`config.mk`:
```
export PLATFORM = sky130hd
export DESIGN_NAME = dist_priority_queue
export DESIGN_NICKNAME = d
export VERILOG_FILES = /design/src/rtl/dist_priority_queue.sv
export SDC_FILE = /design/constraint.sdc
export NUM_CORES = 1
export LEC_CHECK = 0
export BUFFER_PORTS_ARGS = -buffer_cell sky130_fd_sc_hd__buf_2
export CORE_ASPECT_RATIO = 0.7
export CORE_MARGIN = 2
export CORE_UTILIZATION = 40
export CTS_BUF_LIST = sky130_fd_sc_hd__clkbuf_8
export DETAILED_ROUTE_END_ITERATION = 6
export PLACE_DENSITY = 0.57
export SYNTH_ARGS = -nofsm -noshare
export SYNTH_HDL_FRONTEND = slang
export SYNTH_SLANG_ARGS = --single-unit
```
`constraint.sdc`:
```
create_clock -name clock -period 13.9 [get_ports clock]
set_clock_uncertainty 0.15 [all_clocks]
set_input_delay 1.39 -clock clock [delete_from_list [all_inputs] [get_ports clock]]
set_output_delay 1.39 -clock clock [all_outputs]
set_load 0.02 [all_outputs]
```
`src/rtl/dist_priority_queue.sv`:
```
// dist_priority_queue: tentative-distance store with decrease-key updates,
// internal visited tracking and a multi-cycle, LANES-wide extract-min scan.

`ifndef DEFAULT_MAX_NODES
`define DEFAULT_MAX_NODES 8
`endif
`ifndef DEFAULT_INDEX_WIDTH
`define DEFAULT_INDEX_WIDTH 3
`endif
`ifndef DEFAULT_VALUE_WIDTH
`define DEFAULT_VALUE_WIDTH 16
`endif
`ifndef INFINITY
`define INFINITY 16'hFFFF
`endif

// One comparator stage of the scan chain: replaces the running best only on a
// strictly smaller candidate, so an earlier (lower) index wins ties.
module dpq_lane #(
    parameter int INDEX_WIDTH = 3,
    parameter int VALUE_WIDTH = 16
) (
    input  logic                   cand_ok,
    input  logic [VALUE_WIDTH-1:0] cand_value,
    input  logic [INDEX_WIDTH-1:0] cand_index,
    input  logic [VALUE_WIDTH-1:0] in_value,
    input  logic [INDEX_WIDTH-1:0] in_index,
    output logic [VALUE_WIDTH-1:0] out_value,
    output logic [INDEX_WIDTH-1:0] out_index
);
    logic take;

    assign take      = cand_ok && (cand_value < in_value);
    assign out_value = take ? cand_value : in_value;
    assign out_index = take ? cand_index : in_index;
endmodule

module dist_priority_queue #(
    parameter int                          MAX_NODES   = `DEFAULT_MAX_NODES,
    parameter int                          INDEX_WIDTH = `DEFAULT_INDEX_WIDTH,
    parameter int                          VALUE_WIDTH = `DEFAULT_VALUE_WIDTH,
    parameter int                          LANES       = 4,
    parameter logic [VALUE_WIDTH-1:0]      INF_VALUE   = `INFINITY
) (
    input  logic                   clock,
    input  logic                   reset,
    input  logic                   init_en,
    input  logic [INDEX_WIDTH-1:0] init_index,
    input  logic                   upd_en,
    input  logic [INDEX_WIDTH-1:0] upd_index,
    input  logic [VALUE_WIDTH-1:0] upd_value,
    output logic                   upd_taken,
    input  logic [INDEX_WIDTH-1:0] rd_index,
    output logic [VALUE_WIDTH-1:0] rd_value,
    input  logic                   pop_req,
    output logic                   pop_valid,
    output logic [INDEX_WIDTH-1:0] pop_index,
    output logic [VALUE_WIDTH-1:0] pop_value,
    output logic                   pop_empty,
    output logic                   busy,
    output logic [MAX_NODES-1:0]   visited
);
    localparam int GROUPS = (MAX_NODES + LANES - 1) / LANES;
    localparam int GRP_W  = (GROUPS > 1) ? $clog2(GROUPS) : 1;
    localparam logic [GRP_W-1:0] LAST_GRP = GRP_W'(GROUPS - 1);

    typedef enum logic [1:0] {IDLE, SCAN, DONE} state_t;

    state_t state_q, state_d;

    logic [MAX_NODES-1:0][VALUE_WIDTH-1:0] dist_q;
    logic [MAX_NODES-1:0]                  visited_q;
    logic [GRP_W-1:0]                      grp_q;
    logic [VALUE_WIDTH-1:0]                best_value_q;
    logic [INDEX_WIDTH-1:0]                best_index_q;
    logic [INDEX_WIDTH-1:0]                pop_index_q;
    logic [VALUE_WIDTH-1:0]                pop_value_q;
    logic                                  pop_empty_q;
    logic                                  upd_taken_q;
    logic                                  upd_ok;
    logic                                  scan_last;

    // Comparator chain: element 0 is the running best, element LANES the
    // best after this cycle's group.
    logic [VALUE_WIDTH-1:0] chain_value [LANES+1];
    logic [INDEX_WIDTH-1:0] chain_index [LANES+1];

    assign chain_value[0] = best_value_q;
    assign chain_index[0] = best_index_q;
    assign scan_last      = (state_q == SCAN) && (grp_q == LAST_GRP);

    for (genvar l = 0; l < LANES; l++) begin : g_lane
        logic                   ok;
        logic [VALUE_WIDTH-1:0] val;
        logic [INDEX_WIDTH-1:0] idx;

        // Fetch this lane's node for the current group; out-of-range nodes stay disabled.
        always_comb begin
            ok  = 1'b0;
            val = INF_VALUE;
            idx = '0;
            for (int n = 0; n < MAX_NODES; n++) begin
                if (n == int'(grp_q) * LANES + l) begin
                    ok  = ~visited_q[n];
                    val = dist_q[n];
                    idx = n[INDEX_WIDTH-1:0];
                end
            end
        end

        dpq_lane #(
            .INDEX_WIDTH(INDEX_WIDTH),
            .VALUE_WIDTH(VALUE_WIDTH)
        ) u_lane (
            .cand_ok   (ok),
            .cand_value(val),
            .cand_index(idx),
            .in_value  (chain_value[l]),
            .in_index  (chain_index[l]),
            .out_value (chain_value[l+1]),
            .out_index (chain_index[l+1])
        );
    end

    // Decide whether this cycle's decrease-key is accepted.
    always_comb begin
        upd_ok = 1'b0;
        for (int n = 0; n < MAX_NODES; n++) begin
            if (n == int'(upd_index))
                upd_ok = ~visited_q[n] && (upd_value < dist_q[n]);
        end
        upd_ok = upd_ok && upd_en && !init_en && (state_q == IDLE);
    end

    // Combinational read port; addresses beyond the table read as unreached.
    always_comb begin
        rd_value = INF_VALUE;
        for (int n = 0; n < MAX_NODES; n++) begin
            if (n == int'(rd_index))
                rd_value = dist_q[n];
        end
    end

    // FSM next state; init_en overrides everything and aborts a scan.
    always_comb begin
        state_d = state_q;
        case (state_q)
            IDLE:    if (pop_req) state_d = SCAN;
            SCAN:    if (grp_q == LAST_GRP) state_d = DONE;
            DONE:    state_d = IDLE;
            default: state_d = IDLE;
        endcase
        if (init_en)
            state_d = IDLE;
    end

    // FSM state register.
    always_ff @(posedge clock or posedge reset) begin
        if (reset) state_q <= IDLE;
        else       state_q <= state_d;
    end

    // Distance table: init loads the source, accepted updates overwrite.
    always_ff @(posedge clock or posedge reset) begin
        if (reset) begin
            for (int n = 0; n < MAX_NODES; n++) dist_q[n] <= INF_VALUE;
        end else if (init_en) begin
            for (int n = 0; n < MAX_NODES; n++)
                dist_q[n] <= (n == int'(init_index)) ? '0 : INF_VALUE;
        end else if (upd_ok) begin
            for (int n = 0; n < MAX_NODES; n++)
                if (n == int'(upd_index)) dist_q[n] <= upd_value;
        end
    end

    // Visited bits: cleared by init, set for the popped node as DONE retires.
    always_ff @(posedge clock or posedge reset) begin
        if (reset) begin
            visited_q <= '0;
        end else if (init_en) begin
            visited_q <= '0;
        end else if (state_q == DONE && !pop_empty_q) begin
            for (int n = 0; n < MAX_NODES; n++)
                if (n == int'(pop_index_q)) visited_q[n] <= 1'b1;
        end
    end

    // Scan progress and running best; held cleared outside SCAN so each scan starts fresh.
    always_ff @(posedge clock or posedge reset) begin
        if (reset) begin
            grp_q        <= '0;
            best_value_q <= INF_VALUE;
            best_index_q <= '0;
        end else if (init_en || state_q != SCAN) begin
            grp_q        <= '0;
            best_value_q <= INF_VALUE;
            best_index_q <= '0;
        end else begin
            grp_q        <= grp_q + GRP_W'(1);
            best_value_q <= chain_value[LANES];
            best_index_q <= chain_index[LANES];
        end
    end

    // Pop result is captured on the last group and held until the next completed scan.
    always_ff @(posedge clock or posedge reset) begin
        if (reset) begin
            pop_index_q <= '0;
            pop_value_q <= INF_VALUE;
            pop_empty_q <= 1'b0;
        end else if (scan_last && !init_en) begin
            if (chain_value[LANES] < INF_VALUE) begin
                pop_index_q <= chain_index[LANES];
                pop_value_q <= chain_value[LANES];
                pop_empty_q <= 1'b0;
            end else begin
                pop_index_q <= '0;
                pop_value_q <= INF_VALUE;
                pop_empty_q <= 1'b1;
            end
        end
    end

    // Acknowledge pulse for a written update.
    always_ff @(posedge clock or posedge reset) begin
        if (reset) upd_taken_q <= 1'b0;
        else       upd_taken_q <= upd_ok;
    end

    assign upd_taken = upd_taken_q;
    assign pop_valid = (state_q == DONE);
    assign pop_index = pop_index_q;
    assign pop_value = pop_value_q;
    assign pop_empty = pop_empty_q;
    assign busy      = (state_q != IDLE);
    assign visited   = visited_q;
endmodule

```
==> results.py <==
metrics = {
    "logic_synthesis": {
        "syn-num-nets": 1921,
        "async_reset_ff_share_pct": 100,
        "muxShareOfSynthArea_pct": 9.94,
        "ys_seq_area_share_pct": 31.5,
        "synth.cell_area_um2": 14900,
        "yosys_warnings": 0,
        "syn_inst": 1715,
        "synthDistinctLibCells": 72,
        "yosys.area_share.simple_pct": 13.7,
        "synth_edf_count": 0,
        "synthAdderAreaFrac_pct": 14.8,
        "synth_top_flop_cell": "dfstp_2",
        "avgSynthCellArea_um2": 8.67,
        "synth_compound_area_share_pct": 22.9,
        "synth_xor_area_share_pct": 0.0589,
        "synth_top_family_by_area": "compound AO/OA/AOI/OAI gates",
        "ys_ff_latch": 179,
    },
    "power_and_ir_drop": {
        "p_leak_nw": 8.04,
        "clockPowerShare_pct": 17.4,
        "power.internal_mw": 1.17,
        "swShare_pct": 47.1,
        "ir_worst_vdd_mv": 0.0831,
        "power_density_nw_per_um2": 138,
        "pwr-share-seq_pct": 31.3,
        "p_switching_mw": 1.04,
        "p_comb_share_pct": 51.4,
    },
    "cells_and_area": {
        "final_nets": 1942,
        "drive_above_1_share_pct": 19.6,
        "final_cell_mix": "inv_1 (181), ha_1 (176), o21ai_0 (169), dfstp_2 (160), nand2_1 (153)",
        "fin_cells": 2239,
        "fill_cells": 3686,
        "syn_to_final_growth_pct": 8.14,
        "layout_commonest_cell": "inv_1",
    },
    "critical_path": {
        "cp-start-kind": "flip-flop",
        "worst-path-max-fanout": 66,
        "cp.arrival_ns": 13.20,
        "crit_path_max_incr_delay_ns": 0.75,
        "cp_slowest_cell": "dfrtp_4",
        "cpMostUsedCell": "a21oi_1",
        "critical_path_class": "reg2reg",
        "required_ns": 14.17,
        "end_kind": "flip-flop",
    },
    "clocking": {
        "clkSinkCount": 179,
        "cts_tree": "built",
        "cts-root-buf": "clkbuf_8",
        "clkTransAtPathRegs_ns": 0.11,
        "clock_latency_ns": 0.54,
        "h-tree-depth": 4,
        "holdBufCountCts": 0,
        "post_cts_buffers": 0,
        "clk_path_buf_depth": 2,
        "ctsResizeCount": 0,
        "cts_buffers": 17,
    },
    "floorplan": {
        "coreArea_um2": 36900,
        "die_h_um": 165,
        "num_rows": 59,
        "initial_core_util_pct": 40.3,
        "die_area_um2": 38800,
        "ioPinCount": 77,
        "die_width_um": 234,
    },
    "route": {
        "via_per_inst": 5.91,
        "wl_per_cell_um": 23.4,
        "final_antenna_net_count": 0,
        "drtPass1Iterations": 5,
        "routed_wl_um": 52400,
        "drt-initial-drc-count": 1421,
        "drc_errors": 0,
        "via_count": 13243,
    },
    "timing": {
        "min_period_ns": 12.94,
        "fmax_mhz": 77.3,
        "max_slew_margin_pct": 15.2,
        "worstMarginPinSlew_ns": 1.27,
        "rsz0062_at_grt": "no",
        "slew_violations": 0,
        "post-route-period-util_pct": 93.1,
        "setup_viol": 0,
        "tns_ns": 0,
        "final_hold_viol_count": 0,
    },
    "global_routing": {
        "grt_pass1_vias": 12495,
        "overflow": 0,
        "antenna_found_initial": 0,
        "grt_usage_pct": 27.5,
        "grt_start_max_net_pins": 111,
        "grt_pass1_wl_um": 78800,
    },
    "placed_design": {
        "place_congestion": 0.963,
        "portBuffers": 76,
        "hpwl_um": 39000,
        "place_inst": 2205,
    },
    "job": {
        "max_cap_violations": 0,
    },
    "hold_path": {
        "hold_path_class": "reg2reg",
    },
    "status": {
        "run_status": "completed",
    },
}
synthesized netlist by cell type (39+ instances only):
cell type | number | area (um^2)
clkbuf_1 | 81 | 304
a211oi_1 | 39 | 293
nor2_1 | 110 | 413
inv_1 | 182 | 683
a21oi_1 | 86 | 430
ha_1 | 176 | 2200
a21o_1 | 91 | 683
nor3_1 | 57 | 285
mux2i_1 | 90 | 901
nand2_1 | 153 | 574
dfstp_2 | 160 | 4200
o21ai_0 | 170 | 851
through the flow:
stage	util [%]	hold WS (ns)	power [mW]	worst slack (ns)	area [um^2]
3_5_place_dp	42.5	0.305	1.81	0.496	15700
3_3_place_gp	42.5	0.300	1.79	1.18	15700
6_report	43.6	0.317	2.22	0.963	16100
2_1_floorplan	-	0.292	1.49	2.57	14900
5_1_grt	43.6	0.344	2.38	0.0376	16100
4_1_cts	43.5	0.322	2.20	0.388	16100
flip-flops by register name, summed over array words and instances, names as in the netlist:
name	flops
pop_value	16
dist_q	128
pop_empty	1
best_index_q	3
best_value_q	16
upd_taken	1
grp_q	1
pop_index	3
state_q	2
visited	8
cell families after synthesis:
| family | Yosys count |
|---|---|
| XOR/XNOR | 1 |
| adder cells (fa/ha/maj) | 176 |
| AO/OA/AOI/OAI | 520 |
| multiplexers | 123 |
| flip-flops | 179 |
| AND/OR/NAND/NOR | 442 |
| buffers and inverters | 274 |
per-layer routing:
metal / part of all wire, % / up-vias / GRT usage (%)
li1: - / 6183 / -
met4: 2.9 / 0 / 9.06
met1: 48 / 6461 / 40.3
met5: 0 / - / 0
met3: 7.2 / 76 / 5.00
met2: 42 / 523 / 40.4
worst max-delay path: cells and delay by family (launching register included):
kind                       cells  cell delay, ns
AOI/OAI and AO/OA             24            7.28
and+or+nand+nor                8            2.42
adders and majority gates      4            1.23
buffers and inverters          3            0.90
DFF                            1            0.75
cell type report:
cell class                 count  area, um^2  area share (%)
inverter                     182         691            4.29
tap                          488         611            3.80
clock inverter                15         158           0.980
clock buffer                  17         234            1.45
antenna                        2        5.00          0.0311
timing repair buffer          94         518            3.22
multi-input combinational   1262        9190            57.1
sequential                   179        4680            29.1
power groups by stage:
stage / sequential [mW] / clock [mW] / combinational (mW)
floorplan: 0.708 / 0 / 0.783
CTS: 0.692 / 0.394 / 1.11
global placement: 0.698 / 0 / 1.09
finish: 0.692 / 0.385 / 1.14
detailed placement: 0.700 / 0 / 1.11
global route: 0.702 / 0.412 / 1.26
path summary, 6_finish.rpt:
check / from / endpoint / slack, ns / cells after the start
worst max-delay path: grp_q / pop_index[0] / 0.96 / 39
worst min-delay path: pop_value[7] / pop_value[7] / 0.32 / 2
worst max register to register: grp_q / pop_index[0] / 0.96 / 39
worst min register to register: pop_value[7] / pop_value[7] / 0.32 / 2
max in group asynchronous: reset / dist_q[27] / 11.40 / 3
min in group asynchronous: reset / upd_taken / 0.79 / 2
Power figures use the tool's default switching activity.
